[config.mk]
export PLATFORM = sky130hd
export DESIGN_NAME = sd_clk_edge_gate
export DESIGN_NICKNAME = d
export VERILOG_FILES = /design/src/rtl/sd_clk_edge_gate.sv
export SDC_FILE = /design/constraint.sdc
export NUM_CORES = 1
export LEC_CHECK = 0
export CORE_ASPECT_RATIO = 1.4
export CORE_MARGIN = 10
export CORE_UTILIZATION = 32
export CTS_BUF_LIST = sky130_fd_sc_hd__clkbuf_8
export CTS_CLUSTER_DIAMETER = 30
export DETAILED_ROUTE_END_ITERATION = 6
export GPL_TIMING_DRIVEN = 0
export PLACE_DENSITY = 0.61
export SLEW_MARGIN = 20
export SYNTH_ARGS = -nofsm -noshare
export SYNTH_HDL_FRONTEND = slang
export SYNTH_SLANG_ARGS = --single-unit
[constraint.sdc]
create_clock -name CLOCK_50 -period 3.2 [get_ports CLOCK_50]
set_clock_uncertainty 0.1 [all_clocks]
set_input_delay 0.32 -clock CLOCK_50 [delete_from_list [all_inputs] [get_ports CLOCK_50]]
set_output_delay 0.32 -clock CLOCK_50 [all_outputs]
set_load 0.005 [all_outputs]
[src/rtl/sd_clk_edge_gate.sv]
// -----------------------------------------------------------------------------
// sd_clk_edge_gate
//
// Edge-counting gate generator for the SD clock path. The slow external SD
// clock is synchronised into the CLOCK_50 domain, its selected edges are
// turned into single-cycle pulses, and those pulses are counted inside a
// window opened by start (count from 0) or resend (count from cfg_preload).
// gate_signal is high while the window is open. The window closes with a
// one-cycle done pulse when the count reaches the latched limit, or with a
// sticky timeout_err if no edge arrives for TO_CYCLES system clocks.
//
// Ports:
//   CLOCK_50     in   system clock, all logic on its rising edge
//   rst_n        in   synchronous active-low reset
//   sd_clk_in    in   asynchronous SD clock
//   start        in   pulse: open window with count = 0
//   resend       in   pulse: open window with count = cfg_preload
//   cfg_limit    in   count at which the window closes (sampled at open)
//   cfg_preload  in   resend load value (sampled at resend)
//   gate_signal  out  high while the window is open (COUNT state)
//   busy         out  high in COUNT state
//   done         out  one-cycle pulse when the limit is reached
//   timeout_err  out  sticky stall flag, cleared by start/resend/reset
//   edge_count   out  current edge count
//
// Parameter constraints: SYNC_STAGES >= 2, TO_CYCLES < 2**TO_W, TO_CYCLES >= 1.
// -----------------------------------------------------------------------------
module sd_clk_edge_gate #(
    parameter int CNT_W       = 8,
    parameter int SYNC_STAGES = 2,
    parameter bit EDGE_POL    = 1'b0,
    parameter int TO_W        = 10,
    parameter int TO_CYCLES   = 600
) (
    input  logic             CLOCK_50,
    input  logic             rst_n,
    input  logic             sd_clk_in,
    input  logic             start,
    input  logic             resend,
    input  logic [CNT_W-1:0] cfg_limit,
    input  logic [CNT_W-1:0] cfg_preload,
    output logic             gate_signal,
    output logic             busy,
    output logic             done,
    output logic             timeout_err,
    output logic [CNT_W-1:0] edge_count
);

    typedef enum logic [1:0] {
        ST_IDLE  = 2'd0,
        ST_COUNT = 2'd1,
        ST_HOLD  = 2'd2
    } state_t;

    // Timeout fires on the cycle the stall counter would reach TO_CYCLES.
    localparam logic [TO_W-1:0] TO_LAST = TO_W'(TO_CYCLES - 1);

    // ------------------------------------------------------------------
    // Synchroniser and edge detect
    // ------------------------------------------------------------------
    logic [SYNC_STAGES-1:0] sync_q, sync_d;
    logic                   hist_q, hist_d;
    logic                   sync_out;
    logic                   edge_pulse;

    assign sync_out = sync_q[SYNC_STAGES-1];

    always_comb begin
        sync_d = {sync_q[SYNC_STAGES-2:0], sd_clk_in};
        hist_d = sync_out;
    end

    // Combinational pulse off the last sync stage and the history flop; it is
    // consumed on the following clock edge, so edge_count moves SYNC_STAGES+1
    // cycles after the pin changes. hist follows sync every cycle, so the
    // pulse can never be high for two consecutive cycles.
    generate
        if (EDGE_POL == 1'b0) begin : g_rise
            assign edge_pulse = sync_out & ~hist_q;
        end else begin : g_fall
            assign edge_pulse = ~sync_out & hist_q;
        end
    endgenerate

    // ------------------------------------------------------------------
    // Window FSM and counters
    // ------------------------------------------------------------------
    state_t           state_q, state_d;
    logic [CNT_W-1:0] edge_count_q, edge_count_d;
    logic [CNT_W-1:0] limit_q, limit_d;
    logic [TO_W-1:0]  to_cnt_q, to_cnt_d;
    logic             done_q, done_d;
    logic             err_q, err_d;

    logic             open_req;
    logic [CNT_W-1:0] open_count;
    logic [CNT_W:0]   count_inc;

    // start beats resend when both arrive together.
    assign open_req   = start | resend;
    assign open_count = start ? '0 : cfg_preload;

    // One extra bit so the increment can never alias onto a small limit.
    assign count_inc  = {1'b0, edge_count_q} + {{CNT_W{1'b0}}, 1'b1};

    always_comb begin
        state_d      = state_q;
        edge_count_d = edge_count_q;
        limit_d      = limit_q;
        to_cnt_d     = to_cnt_q;
        done_d       = 1'b0;
        err_d        = err_q;

        if (open_req) begin
            // Open (or restart) the window from any state.
            state_d      = ST_COUNT;
            edge_count_d = open_count;
            limit_d      = cfg_limit;
            to_cnt_d     = '0;
            err_d        = 1'b0;
        end else begin
            case (state_q)
                ST_COUNT: begin
                    if (edge_count_q >= limit_q) begin
                        // Limit already satisfied at entry: the window stays
                        // open for exactly one cycle, then closes without
                        // counting.
                        state_d = ST_HOLD;
                        done_d  = 1'b1;
                    end else if (edge_pulse) begin
                        edge_count_d = count_inc[CNT_W-1:0];
                        to_cnt_d     = '0;
                        if (count_inc == {1'b0, limit_q}) begin
                            state_d = ST_HOLD;
                            done_d  = 1'b1;
                        end
                    end else if (to_cnt_q == TO_LAST) begin
                        // Stalled SD clock: abandon the window, keep count.
                        state_d  = ST_IDLE;
                        err_d    = 1'b1;
                        to_cnt_d = '0;
                    end else begin
                        to_cnt_d = to_cnt_q + {{(TO_W-1){1'b0}}, 1'b1};
                    end
                end
                ST_HOLD: begin
                    state_d = ST_HOLD;
                end
                default: begin
                    state_d = ST_IDLE;
                end
            endcase
        end
    end

    always_ff @(posedge CLOCK_50) begin
        if (!rst_n) begin
            sync_q       <= '0;
            hist_q       <= 1'b0;
            state_q      <= ST_IDLE;
            edge_count_q <= '0;
            limit_q      <= '0;
            to_cnt_q     <= '0;
            done_q       <= 1'b0;
            err_q        <= 1'b0;
        end else begin
            sync_q       <= sync_d;
            hist_q       <= hist_d;
            state_q      <= state_d;
            edge_count_q <= edge_count_d;
            limit_q      <= limit_d;
            to_cnt_q     <= to_cnt_d;
            done_q       <= done_d;
            err_q        <= err_d;
        end
    end

    // The gate is a pure function of state, so it drops in the same cycle
    // edge_count first shows the limit value.
    assign gate_signal = (state_q == ST_COUNT);
    assign busy        = (state_q == ST_COUNT);
    assign done        = done_q;
    assign timeout_err = err_q;
    assign edge_count  = edge_count_q;

endmodule
Word-level counts from Yosys, hierarchy flattened. Cells that the tools add are included. W data, S select, Z words.

Bits in registers: 33. Input bits: 21. Logic and storage cells: 53.

$add $sub $neg: 2. $lt $le $gt $ge: 1. Equality and inequality tests: 9. Mux-type cells: 16. Bitwise gates (word level): 7. Reductions and logical operators: 9.

Operators with widths (number): $mux W8 (5); $mux W10 (2); $add A10 B1 Y10 const B (1); $eq A10 B10 Y1 const B (1); $add A8 B1 Y9 const B (1); $eq A9 B8 Y1 (1); $ge A8 B8 Y1 (1); $mux W2 (4); $reduce_and A2 Y1 (3); $ne A5 B1 Y1 const B (1); $ne A5 B2 Y1 const B (1); $not A1 Y1 (5); $mux W1 (4); $ne A4 B1 Y1 const B (1); $ne A4 B2 Y1 const B (1); $pmux W2 S2 (1); $reduce_and A4 Y1 (1); $reduce_bool A2 Y1 (2); $reduce_and A3 Y1 (1); $reduce_or A3 Y1 (1); $eq A2 B1 Y1 const B (1); $eq A2 B2 Y1 const B (1); $ne A2 B2 Y1 const B (1); $reduce_or A2 Y1 (1); 2 further kinds (2).

Depth between registers and ports, before layout. Gate-level depths: netlist (run 1).

Depth in word-level cells: 7. Depth in mapped cells: 9. Depth with buffers taken out: 8.

Least setup slack after synthesis (run 1). Ideal clock, no wire load.

Kind: reg-to-reg. Start: reg edge_count_q[0] (netlist: edge_count[0]). End: reg state_q[0]. Library setup time: 0.115 ns. Arrival: 2.185 ns. Data required time: 2.985 ns. Slack: 0.800 ns. Cell stages (with the launch flop): 9. Buffers on the path: 0. Clock period less this slack: 2.400 ns. Path through: dfxtp_1 > inv_1 > ha_1 > or3b_2 > a211o_1 > nor4_1 > o2111a_1 > a311oi_1 > o21a_1.

Word-level cells in the longest chain between the ends: 4. Elaborated cells between the ends (all ways): 9. Those cells by class: 1 x add/sub; 1 x order compare; 3 x eq/ne; 3 x mux; 1 x reduce/logical.

Ends and longest elaborated chain: from (decl) (RTL line 89) `logic [CNT_W-1:0] edge_count_q, edge_count_d;`; from (signal assigned) (RTL line 170) `edge_count_q <= edge_count_d;`; $add A8 B1 Y9 or $ge A8 B8 Y1 (tied branches) (RTL line 104, 124); $eq A9 B8 Y1 or $mux W2 (tied branches) (RTL line 133, 124); $ne A5 B2 Y1 (no source line) or $pmux W2 S2 (tied branches); $reduce_and A2 Y1 (no source line) or $mux W1 (tied branches); to (signal assigned) (RTL line 169) `state_q <= state_d;`; to (decl) (RTL line 88) `state_t state_q, state_d;`.

Several ways; a longest one is shown, not always the timed one. A chain may end at the register's enable or synchronous reset.

Final worst setup path (run 1). Ends and elaborated chain as after synthesis.

==> results of run 1 <==
stage by stage:
step                      power [W]    util  cells  instance area (µm²)
after CTS                  0.001126  0.4140    357                 2589
after detailed placement  0.0006484  0.3926    349                 2455
after global routing       0.001171  0.4140    357                 2589
after floorplan           0.0005750       -    247                 2064
after global placement    0.0006465  0.3926    349                 2455
final                      0.001110  0.4140    357                 2589
registers in the layout, indices dropped and copies added, names as in the netlist:
name         count
edge_count       8
state_q          2
to_cnt_q        10
limit_q          8
done             1
timeout_err      1
sync_q           2
hist_q           1
cells by family (layout without fill, tap and decap cells):
logic type      after synthesis  count (layout)  share of synthesized area
simple gates                 96              96                     0.2370
compound gates               55              55                     0.2000
flops                        33              33                     0.3200
buf+inv                      27              65                    0.05636
xor+xnor                     17              17                    0.07939
fa+ha+maj                    12              12                    0.07273
mux                           7               7                    0.03455
layer usage:
layer	vias to the layer above	track usage	wire length (µm)
li1	949	-	-
met1	865	0.1161	2156
met2	43	0.1921	2695
met3	8	0.03326	352
met4	0	0.03625	106
met5	-	0	0
worst max-delay path: cells and delay by family, from the launching register on:
kind / cells / cell delay (ns)
AO/OA/AOI/OAI: 4 / 0.87
flip-flops: 1 / 0.46
buffers and inverters: 1 / 0.08
adder cells (fa/ha/maj): 1 / 0.33
AND/OR/NAND/NOR: 2 / 0.76
layout by cell type (no fill, tap or decap), types with 5 or more instances in the layout:
master / synthesis / final
sky130_fd_sc_hd__a21oi_1: 17 / 17
sky130_fd_sc_hd__clkbuf_1: 7 / 7
sky130_fd_sc_hd__clkbuf_8: 0 / 5
sky130_fd_sc_hd__clkdlybuf4s50_1: 0 / 30
sky130_fd_sc_hd__dfxtp_1: 33 / 33
sky130_fd_sc_hd__ha_1: 12 / 12
sky130_fd_sc_hd__inv_1: 15 / 15
sky130_fd_sc_hd__mux2i_1: 6 / 6
sky130_fd_sc_hd__nand2_1: 26 / 26
sky130_fd_sc_hd__nand3_1: 12 / 12
sky130_fd_sc_hd__nor2_1: 23 / 23
sky130_fd_sc_hd__nor3_1: 5 / 5
sky130_fd_sc_hd__o21a_1: 5 / 5
sky130_fd_sc_hd__o21ai_0: 8 / 8
sky130_fd_sc_hd__xnor2_1: 11 / 11
sky130_fd_sc_hd__xor2_1: 5 / 5
worst max path at each step:
stage | startpoint | endpoint | cells after the start
5_1_grt | edge_count[0]$_SDFFE_PN0P_ | state_q[0]$_SDFFE_PN0P_ | 8
6_report | edge_count[0]$_SDFFE_PN0P_ | state_q[0]$_SDFFE_PN0P_ | 8
2_1_floorplan | edge_count[0]$_SDFFE_PN0P_ | state_q[0]$_SDFFE_PN0P_ | 8
3_5_place_dp | edge_count[0]$_SDFFE_PN0P_ | state_q[0]$_SDFFE_PN0P_ | 8
3_3_place_gp | edge_count[0]$_SDFFE_PN0P_ | state_q[0]$_SDFFE_PN0P_ | 8
4_1_cts | edge_count[0]$_SDFFE_PN0P_ | state_q[0]$_SDFFE_PN0P_ | 8
power groups by stage:
stage / clock network (W) / registers, W / logic, W
after detailed placement: 0 / 0.000454 / 0.000194
after global routing: 0.000510 / 0.000446 / 0.000216
final: 0.000472 / 0.000444 / 0.000194
after floorplan: 0 / 0.000447 / 0.000128
after global placement: 0 / 0.000454 / 0.000193
after CTS: 0.000486 / 0.000444 / 0.000196
layout make-up:
type / count / share of cell area
Multi-Input combinational cell: 187 / 0.4973
Tap cell: 72 / 0.03480
Clock inverter: 3 / 0.02513
Clock buffer: 5 / 0.02658
Buffer: 12 / 0.02320
Sequential cell: 33 / 0.2552
Inverter: 15 / 0.02175
Timing Repair Buffer: 30 / 0.1160
synth_stat cells (3+ instances only):
cell type and count:
sky130_fd_sc_hd__mux2i_1 6, sky130_fd_sc_hd__nor2_1 23, sky130_fd_sc_hd__a21oi_1 17, sky130_fd_sc_hd__xor2_1 5, sky130_fd_sc_hd__buf_2 3, sky130_fd_sc_hd__clkbuf_1 7, sky130_fd_sc_hd__nand2_1 26, sky130_fd_sc_hd__ha_1 12
sky130_fd_sc_hd__o21a_1 5, sky130_fd_sc_hd__dfxtp_1 33, sky130_fd_sc_hd__o211a_1 4, sky130_fd_sc_hd__or3_2 3, sky130_fd_sc_hd__nand3_1 12, sky130_fd_sc_hd__xnor2_1 11, sky130_fd_sc_hd__o21ai_0 8, sky130_fd_sc_hd__nor3_1 5
sky130_fd_sc_hd__inv_1 15, sky130_fd_sc_hd__and2_1 4
==> results.md, run 1 <==
Critical path:
- The source of the worst register-to-register timing path is edge_count[0]$_SDFFE_PN0P_.
- The slack of the worst reg-to-reg path is 0.49 ns.
- The data arrival at the endpoint of the critical path is 2.79 ns.
- The number of cells on the worst reg-to-reg path is 8.
- In this run the worst path has a maximum fanout of 6.
- At the worst endpoint, the required time is 3.28 ns.
- The element type at the critical path end is a flip-flop.
- The type of the worst setup path is flip-flop to flip-flop.
- Walking the worst path, the cells encountered are inv_1, ha_1, or3b_2, a211o_1, nor4_1, o2111a_1, a311oi_1, o21a_1.
- The largest individual stage delay along the critical path comes from the cell sky130_fd_sc_hd__or3b_2.
- The stage delay of the slowest cell on the critical path is 0.47 ns.
- STA classifies the critical path startpoint as a flip-flop.
- The capture instance of the worst register-to-register path is state_q[0]$_SDFFE_PN0P_.

Finish:
- The share of cells above drive strength 1 is 0.1018.
- For this run, the post-layout net count is 317.
- The number of antenna diodes in the final layout is 0.
- The area used by sequential logic in the layout is 660.6 µm².
- The total of fill cells in the finished design is 637.
- Compared with the post-synthesis result, the final layout area differs by 25.39%.
- The area used by multi-input combinational logic is 1287 µm².

Route:
- After detailed routing, the total wire length is 5.311 mm.
- Using the TritonRoute via totals, the vias-per-cell ratio works out to 5.224.
- The via count is 1865.
- In this run the remaining antenna-violating nets after routing total 0.
- For this block, the initial DRC count from the detailed router was 82.
- For this run, the detailed router's first-pass iteration total came to 4.
- For this run, design rule violations remaining after detail routing come to 0.
- Dividing the detail-routed wire length by the instance count gives 14.88 µm.

Hold path:
- The worst hold path belongs to the class flip-flop to flip-flop.
- The worst hold endpoint is sync_q[1]$_SDFF_PN0_.
- The instance count along the most critical hold path is 1.
- The worst hold path begins at sync_q[0]$_SDFF_PN0_.

Timing:
- Setup repair after global routing left no endpoint under its margin.
- The max-slew violation count is 0.
- The final-report hold violation count is 0.
- Across all setup checks in the final design, the least slack found is 0.4910 ns.
- Timing would allow up to 369.1 MHz.
- Measured against its own limit, the worst slew margin works out to 0.5941.
- The transition time at the pin with the least slew margin is 0.6066 ns.
- Of the available clock period, the critical path in the final layout requires 0.8466.
- The final critical-path required period is 2.709 ns.
- Summed over all failing endpoints, the final setup total negative slack is 0 ns.
- Setup violations remaining at the end of the flow were counted as 0.
- The worst hold-check slack is 0.3275 ns.

Place:
- The placer's final routability congestion estimate is 0.8591.
- The total of buffers placed on input and output ports is 30.
- The post-placement worst setup slack is 0.5459 ns.
- The half-perimeter wire length after placement is 4.112 mm.

Floorplanning:
- The initial utilization of the core area, before any placement, comes to 0.3301.
- The chip width is 87.89 µm.
- The floorplan step defined a die boundary enclosing 10110 µm².
- The height of the die is 115.0 µm.
- The number of placed I/O pins is 33.
- The total number of placement rows is 34.
- The area of the core region is 6254 µm².

Logic synthesis:
- The per-instance average area after synthesis is 8.358 µm².
- The number of distinct library cells after synthesis is 53.
- In this run the cell area of the synthesized design comes to 2064 µm².
- The synthesized design contains 33 register bits.
- The instance count of the mapped netlist is 247.
- Counting flops with an async set or reset pin after synthesis yields a share of 0.
- The share of the Yosys chip area taken by registers is 0.3200.
- The portion of synthesized cell area occupied by the leading cell type is 0.3200.
- The number of enable flip-flop cells after synthesis is 0.
- The count of synthesis-stage warnings from yosys is 0.
- The synthesized design spends more area on one cell type than any other, namely sky130_fd_sc_hd__dfxtp_1.
- In the synthesized netlist the dominant register cell turns out to be sky130_fd_sc_hd__dfxtp_1.
- The net count after synthesis is 280.
- Sorting the synthesized cells by area gives the leading types as sky130_fd_sc_hd__dfxtp_1, sky130_fd_sc_hd__ha_1, sky130_fd_sc_hd__nand2_1, sky130_fd_sc_hd__xnor2_1, sky130_fd_sc_hd__nor2_1.

CTS:
- For this design, the sink count on the clock tree is 33.
- CTS placed an instance of sky130_fd_sc_hd__clkbuf_8 at the clock tree root.
- The hold buffer count at cts is 0.
- In this run, post-CTS repair resized a total of 0 instances.
- The longest clock path from root to sink contains 2 buffers.
- TritonCTS built the clock tree.
- The number of setup buffers added after CTS is 0.
- The number of CTS-inserted buffers is 5.
- The CTS H-tree depth is 2.
- The clock network latency to the later pin of the worst-skew pair is 0.29 ns.
- After clock tree synthesis, the clock-pin slew on the worst setup and hold paths is 0.08 ns.

Pwr:
- The total power per unit cell area is 428.8 nW/µm².
- The part of the power in the clock network is 0.425.
- The part of the power in registers is 0.400.
- The analysis attributes to cell leakage a power of 1.007 nW.
- Of the total power, combinational logic draws 0.175.
- For this design the total switching power over the nets is 0.0002778 W.
- Of the total power, the share spent switching nets is 0.2502.
- The worst vdd rail ir drop is 259.2 µV.
- Cell internal power was estimated by the tool at 0.0008323 W.

Global routing:
- The number of antenna violations at the first check in global routing was 0.
- Entering global routing, the biggest net connects 12 pins.
- The number of global-route vias before repair is 1795.
- After global routing the overflow that remains totals 0.
- The overall track demand over capacity in global routing is 0.1078.
- The first global-routing pass estimated 8.769 mm of wire.

Outcome:
- The flow ran to the end, and the final reports show no timing, DRC or antenna violations.

Run:
- The max capacitance violation total is 0.
Power figures use the tool's default switching activity.
==> run 2: changes to the inputs <==
- PLACE_DENSITY: 0.61 -> 0.63
- clock period: 3.2 -> 2.3 ns (I/O delays scaled with it)
==> results.md, run 2 (synthesis gave the netlist of run 1 again) <==
Outcome:
- The flow ran to the end, and the final reports show no timing, DRC or antenna violations.

Finish:
- With fillers left out, the area of the finished cells amounts to 2784 µm².
- The number of antenna diodes in the final layout is 0.
- The total number of nets in the final design is 329.
- The flip-flop count of the largest register after layout is 10.
- The top cell types in the final layout, fill and taps aside, are sky130_fd_sc_hd__clkdlybuf4s50_1, sky130_fd_sc_hd__nand2_1, sky130_fd_sc_hd__nor2_1, sky130_fd_sc_hd__dfxtp_1, sky130_fd_sc_hd__a21oi_1.
- The area growth from synthesis to layout is 34.85%.
- The register containing the most flip-flops in the final layout is to_cnt_q.
- The total of fill cells in the finished design is 646.
- In the final layout, the share of cells above drive strength 1 is 0.2424.
- Leaving out fill and tap cells, the most frequent cell in the layout is sky130_fd_sc_hd__clkdlybuf4s50_1.

Place:
- The placer's final routability congestion estimate is 0.8238.
- Detailed placement ended at an HPWL of 4.126 mm.
- The post-placement worst setup slack is -0.2435 ns.
- During placement, the flow inserted port buffers numbering 30.
- The placed instance area is 2456 µm².

Floorplanning:
- In this run the count of I/O pins placed on the die edge is 33.
- The die covers 10110 µm².
- The floorplan step defined a core boundary enclosing 6254 µm².
- The floorplan step set the die width to 87.89 µm.
- The height of the die is 115.0 µm.
- The initial standard-cell utilization of the core is 0.3301.
- The total number of placement rows is 34.

Global routing:
- Entering global routing, the biggest net connects 12 pins.
- The overall track demand over capacity in global routing is 0.1073.
- The number of antenna violations at the first check in global routing is 0.
- The first global-routing pass estimated 8.832 mm of wire.
- The number of global-route vias before repair was 1875.
- The sum of overflow across all layers after global routing is 0.

Timing:
- For this run, the top clock speed supported by timing is 443.3 MHz.
- For the pin with the worst max-slew slack, the measured transition is 0.5724 ns.
- The final critical-path required period is 2.256 ns.
- Across all hold checks on the routed design, the worst slack comes to 0.2804 ns.
- The worst slew slack as a fraction of its limit is 0.6170.
- The final critical-path share of the clock period is 0.9808.
- Setup repair after global routing could not meet its margin everywhere.
- In the final timing run, aggregate negative setup slack is 0 ns.
- Setup slack on the critical path of the routed design comes to 0.04411 ns.
- The max-slew violation count is 0.
- The final-report hold violation count is 0.
- The total setup violations reported at the end of the flow is 0.

Critical path:
- The type of origin of the critical path is a flip-flop.
- The most critical setup path has its startpoint at limit_q[2]$_SDFFE_PN0N_.
- Setup slack on the worst reg-to-reg path comes out at 0.04 ns.
- The worst path required time is 2.43 ns.
- The last element of the critical path is state_q[0]$_SDFFE_PN0P_.
- The critical path is of the flip-flop to flip-flop type.
- The worst register-to-register path ends at state_q[0]$_SDFFE_PN0P_.
- The data arrival at the endpoint of the critical path is 2.39 ns.
- The largest fanout on the critical path is 7.
- The source of the worst register-to-register timing path is limit_q[2]$_SDFFE_PN0N_.
- The number of cells on the worst reg-to-reg path is 8.
- The element type at the critical path end is a flip-flop.

Route:
- For this block, the via count after detailed routing is 1919.
- The first TritonRoute pass finished after 4 iterations.
- In this run the remaining antenna-violating nets after routing total 0.
- The final layout contains routed wiring with a total length of 5.730 mm.
- The number of vias per cell is 5.201.
- In the routed design, unresolved DRC markers number 0.
- The detailed router finished its first iteration with 82 violations.
- The average wire per standard cell is 15.53 µm.

CTS:
- The clock drives 33 sinks.
- The TritonCTS clock tree is built.
- Buffers inserted during clock tree synthesis total 5.
- After clock tree synthesis, the clock-pin slew on the worst setup and hold paths is 0.08 ns.
- The clock network latency to the later pin of the worst-skew pair is 0.29 ns.
- In this run the clock root is driven by a sky130_fd_sc_hd__clkbuf_8.
- The H-tree was split into 2 levels.
- The clock tree buffer depth is 2.

Pwr:
- For this design the static power due to leakage is 1.055 nW.
- For this design the ratio of total power to cell area is 498.4 nW/µm².
- The worst vdd rail ir drop is 347.9 µV.

Hold path:
- The worst hold path passes through 2 cells.
- The worst hold path belongs to the class input port to flip-flop.

Run:
- Max-cap violations in this run came to 0.
run 2: worst min-delay path by stage:
stage / slack (ns) / endpoint / start
floorplan: 0.26 / sync_q[0]$_SDFF_PN0_ / sd_clk_in
global placement: 0.32 / sync_q[1]$_SDFF_PN0_ / sync_q[0]$_SDFF_PN0_
detailed placement: 0.32 / sync_q[1]$_SDFF_PN0_ / sync_q[0]$_SDFF_PN0_
CTS: 0.30 / edge_count[6]$_SDFFE_PN0P_ / rst_n
global route: 0.34 / edge_count[2]$_SDFFE_PN0P_ / rst_n
finish: 0.28 / edge_count[6]$_SDFFE_PN0P_ / rst_n
run 2: area by class of cell:
| class | count | area [µm²] | share of cell area |
|---|---|---|---|
| clock buffers | 5 | 68.82 | 0.02472 |
| flip-flops and latches | 33 | 685.7 | 0.2463 |
| multi-input cells | 188 | 1406 | 0.5052 |
| inverters | 15 | 56.30 | 0.02022 |
| plain buffers | 12 | 68.82 | 0.02472 |
| clock inverters | 3 | 17.52 | 0.006292 |
| repair buffers | 41 | 390.4 | 0.1402 |
| well taps | 72 | 90.09 | 0.03236 |
run 2: per-layer routing:
layer / wire length [µm] / vias up / share of wire / GRT usage
li1: - / 969 / - / -
met1: 2201 / 897 / 0.38 / 0.1087
met2: 2969 / 41 / 0.52 / 0.1950
met3: 373 / 12 / 0.065 / 0.03185
met4: 185 / 0 / 0.032 / 0.04797
met5: 0 / - / 0 / 0
run 2: critical path: stages, from the launching register on:
cell	delay, ns
sky130_fd_sc_hd__dfxtp_4	0.36
sky130_fd_sc_hd__inv_2	0.03
sky130_fd_sc_hd__ha_2	0.17
sky130_fd_sc_hd__or4_4	0.53
sky130_fd_sc_hd__a21oi_4	0.18
sky130_fd_sc_hd__o311ai_4	0.15
sky130_fd_sc_hd__or2_4	0.30
sky130_fd_sc_hd__a311oi_2	0.25
sky130_fd_sc_hd__o21a_1	0.13
run 2: what timing repair did:
action,in CTS,in global routing
hold buffers,0,0
gates resized for setup,25,18
setup buffers,5,4
pin swaps,10,6
endpoints found under the setup margin,21,17
gates cloned,0,3
run 2: metrics by stage:
step / std cells / power, W / utilization
after floorplan: 247 / 0.0008001 / -
after CTS: 362 / 0.001371 / 0.4254
final: 369 / 0.001388 / 0.4452
after global routing: 369 / 0.001463 / 0.4452
after global placement: 349 / 0.0008990 / 0.3928
after detailed placement: 349 / 0.0009017 / 0.3928
run 2: power by group:
part           total [W]  switching, W  internal [W]
clock           0.000435      0.000226      0.000209
combinational   0.000339      0.000164      0.000175
sequential      0.000613     0.0000228      0.000591
total            0.00139      0.000413      0.000974
==> run 3: changes to the inputs <==
- CORE_UTILIZATION: 32 -> 30
- PLACE_DENSITY: 0.63 -> 0.61
==> results.md, run 3 (synthesis gave the netlist of run 1 again) <==
Critical path:
- The worst register-to-register path begins at limit_q[2]$_SDFFE_PN0N_.
- Of all nets on the critical path, the largest fanout is 7.
- The number of cells on the worst reg-to-reg path is 8.
- For the worst setup path, the data required time is 2.44 ns.
- The type of the worst setup path is flip-flop to flip-flop.
- The worst register-to-register path ends at state_q[1]$_SDFFE_PP0P_.
- The type of origin of the critical path is a flip-flop.
- The element type at the critical path end is a flip-flop.
- In this run the worst setup path begins at limit_q[2]$_SDFFE_PN0N_.
- The data arrival at the endpoint of the critical path is 2.39 ns.
- The slack of the worst reg-to-reg path is 0.04 ns.

Finish:
- Compared with the post-synthesis result, the final layout area differs by 35.64%.
- The library cells used most frequently in the layout, excluding fill and tap cells, are sky130_fd_sc_hd__clkdlybuf4s50_1, sky130_fd_sc_hd__nand2_1, sky130_fd_sc_hd__nor2_1, sky130_fd_sc_hd__dfxtp_1, sky130_fd_sc_hd__a21oi_1.
- In the final layout, the share of cells above drive strength 1 is 0.2271.
- The register with the most flip-flops in the layout has 10 of them.
- The core occupancy in the finished layout is 0.4207.
- The antenna diode count is 0.
- The total number of nets in the final design is 327.
- The most frequent standard cell in the layout excluding fill and tap cells is sky130_fd_sc_hd__clkdlybuf4s50_1.
- to_cnt_q holds more flip-flops than any other register.

CTS:
- The later pin in the worst-skew pair is clocked with a latency of 0.29 ns.
- The number of CTS-inserted buffers is 5.
- The H-tree was split into 2 levels.
- The clock net sink count is 33.
- TritonCTS built the clock tree.
- The clock tree buffer depth is 2.
- The clock slew seen by the registers of the worst setup and hold paths is 0.07 ns.
- CTS placed an instance of sky130_fd_sc_hd__clkbuf_8 at the clock tree root.

Place:
- The HPWL after detailed placement is 4.134 mm.
- In this run the tool buffered the top-level ports with 30 buffer cells.
- At the end of routability-driven placement, the weighted congestion stood at 0.8497.
- Timing analysis after detailed placement gives a worst setup slack of -0.2650 ns.

Global routing:
- The number of global-route vias before repair is 1888.
- The number of antenna violations at the first check in global routing is 0.
- The first-pass GRT wire length is 9.045 mm.
- The overall track demand over capacity in global routing is 0.1017.
- Entering global routing, the biggest net connects 12 pins.
- After global routing the overflow that remains totals 0.

Route:
- The routed layout has 1896 vias.
- The aggregate routed wire length is 5.714 mm.
- The number of vias per cell is 4.899.
- For this run, design rule violations remaining after detail routing come to 0.
- Dividing the detail-routed wire length by the instance count gives 14.76 µm.
- The detailed router finished its first iteration with 59 violations.
- The detail route stage leaves a number of antenna-violating nets equal to 0.
- The number of optimization iterations in the first detailed-route pass is 4.

Timing:
- After layout, the minimum clock period comes to 2.257 ns.
- At the pin with the least slew margin, the transition time is 0.5977 ns.
- The total setup violations reported at the end of the flow is 0.
- The maximum achievable frequency is 443.2 MHz.
- Setup repair after global routing could not meet its margin everywhere.
- The max-slew violation count was 0.
- The final-report hold violation count is 0.
- Setup slack on the critical path of the routed design comes to 0.04343 ns.
- The worst slew slack as a fraction of its limit is 0.6001.
- Of the available clock period, the critical path in the final layout requires 0.9811.

Floorplanning:
- The total number of placement rows is 35.
- The number of placed I/O pins is 33.
- The height of the die is 118.2 µm.
- The initial standard-cell utilization of the core is 0.3102.
- The floorplan step defined a die boundary enclosing 10650 µm².
- The chip width is 90.11 µm.
- The area of the core region is 6656 µm².

Run:
- Max-cap violations in this run came to 0.

Pwr:
- In this run the static leakage power is 1.070 nW.
- In this run the power density over the cells is 489.9 nW/µm².
- The worst-case IR drop observed on VDD is 327.7 µV.

Hold path:
- The startpoint of the most critical hold path is rst_n.
- The worst hold path belongs to the class input port to flip-flop.
- The worst hold path was traced through 2 stages.
- For hold timing, the worst endpoint is edge_count[6]$_SDFFE_PN0P_.

Outcome:
- The run finished with clean final reports.
==> run 3: critical path: stages, from the launching register on <==
cell and delay (ns):
sky130_fd_sc_hd__dfxtp_4 0.35, sky130_fd_sc_hd__inv_2 0.04, sky130_fd_sc_hd__ha_4 0.14, sky130_fd_sc_hd__or4_4 0.55, sky130_fd_sc_hd__a21oi_4 0.17, sky130_fd_sc_hd__o311ai_4 0.17
sky130_fd_sc_hd__or2_4 0.32, sky130_fd_sc_hd__o32a_1 0.30, sky130_fd_sc_hd__nand3_2 0.07
==> run 3: per-stage QoR <==
stage / instance area (µm²) / instances / total power [W] / TNS [ns] / hold WS [ns]
4_1_cts: 2685 / 382 / 0.001368 / -0.01717 / 0.3027
2_1_floorplan: 2066 / 247 / 0.0008001 / 0 / 0.2573
5_1_grt: 2800 / 387 / 0.001443 / -0.08236 / 0.3204
6_report: 2800 / 387 / 0.001372 / 0 / 0.2871
3_3_place_gp: 2481 / 369 / 0.0008996 / -3.681 / 0.3229
3_5_place_dp: 2481 / 369 / 0.0009022 / -3.791 / 0.3253
==> run 3: report_power, final <==
group          leakage (nW)  internal, W  switching (W)
combinational         0.751     0.000168       0.000162
sequential            0.275     0.000590      0.0000229
clock                0.0439     0.000209       0.000221
==> run 3: worst max-delay path by stage <==
stage | slack (ns) | cells after the start | endpoint
final | 0.04 | 8 | state_q[1]$_SDFFE_PP0P_
after global routing | -0.03 | 8 | state_q[0]$_SDFFE_PN0P_
after CTS | -0.02 | 8 | state_q[0]$_SDFFE_PN0P_
after detailed placement | -0.26 | 9 | edge_count[3]$_SDFFE_PN0P_
after global placement | -0.25 | 9 | edge_count[3]$_SDFFE_PN0P_
after floorplan | 0.05 | 9 | edge_count[3]$_SDFFE_PN0P_
==> run 3: what timing repair did <==
action | in CTS | in global routing
hold buffers | 0 | 0
setup endpoints to repair | 21 | 16
buffers inserted | 5 | 3
pin swaps | 9 | 12
cloned | 0 | 2
gates resized for setup | 25 | 21
endpoints found under the hold margin | 0 | 0
==> run 3: area by class of cell <==
class                           instances  area [µm²]
Buffer                                 12       72.57
Clock buffer                            5       68.82
Clock inverter                          3       17.52
Fill cell                             696        3856
Inverter                               15       56.30
Multi-Input combinational cell        187        1410
Sequential cell                        33       689.4
Tap cell                               92       115.1
Timing Repair Buffer                   40       370.4
==> run 3: routing by layer <==
layer	vias up	wire (µm)	track usage
met1	882	2487	0.1102
li1	966	-	-
met4	0	107	0.03992
met2	41	2910	0.1839
met5	-	0	0
met3	7	209	0.02533
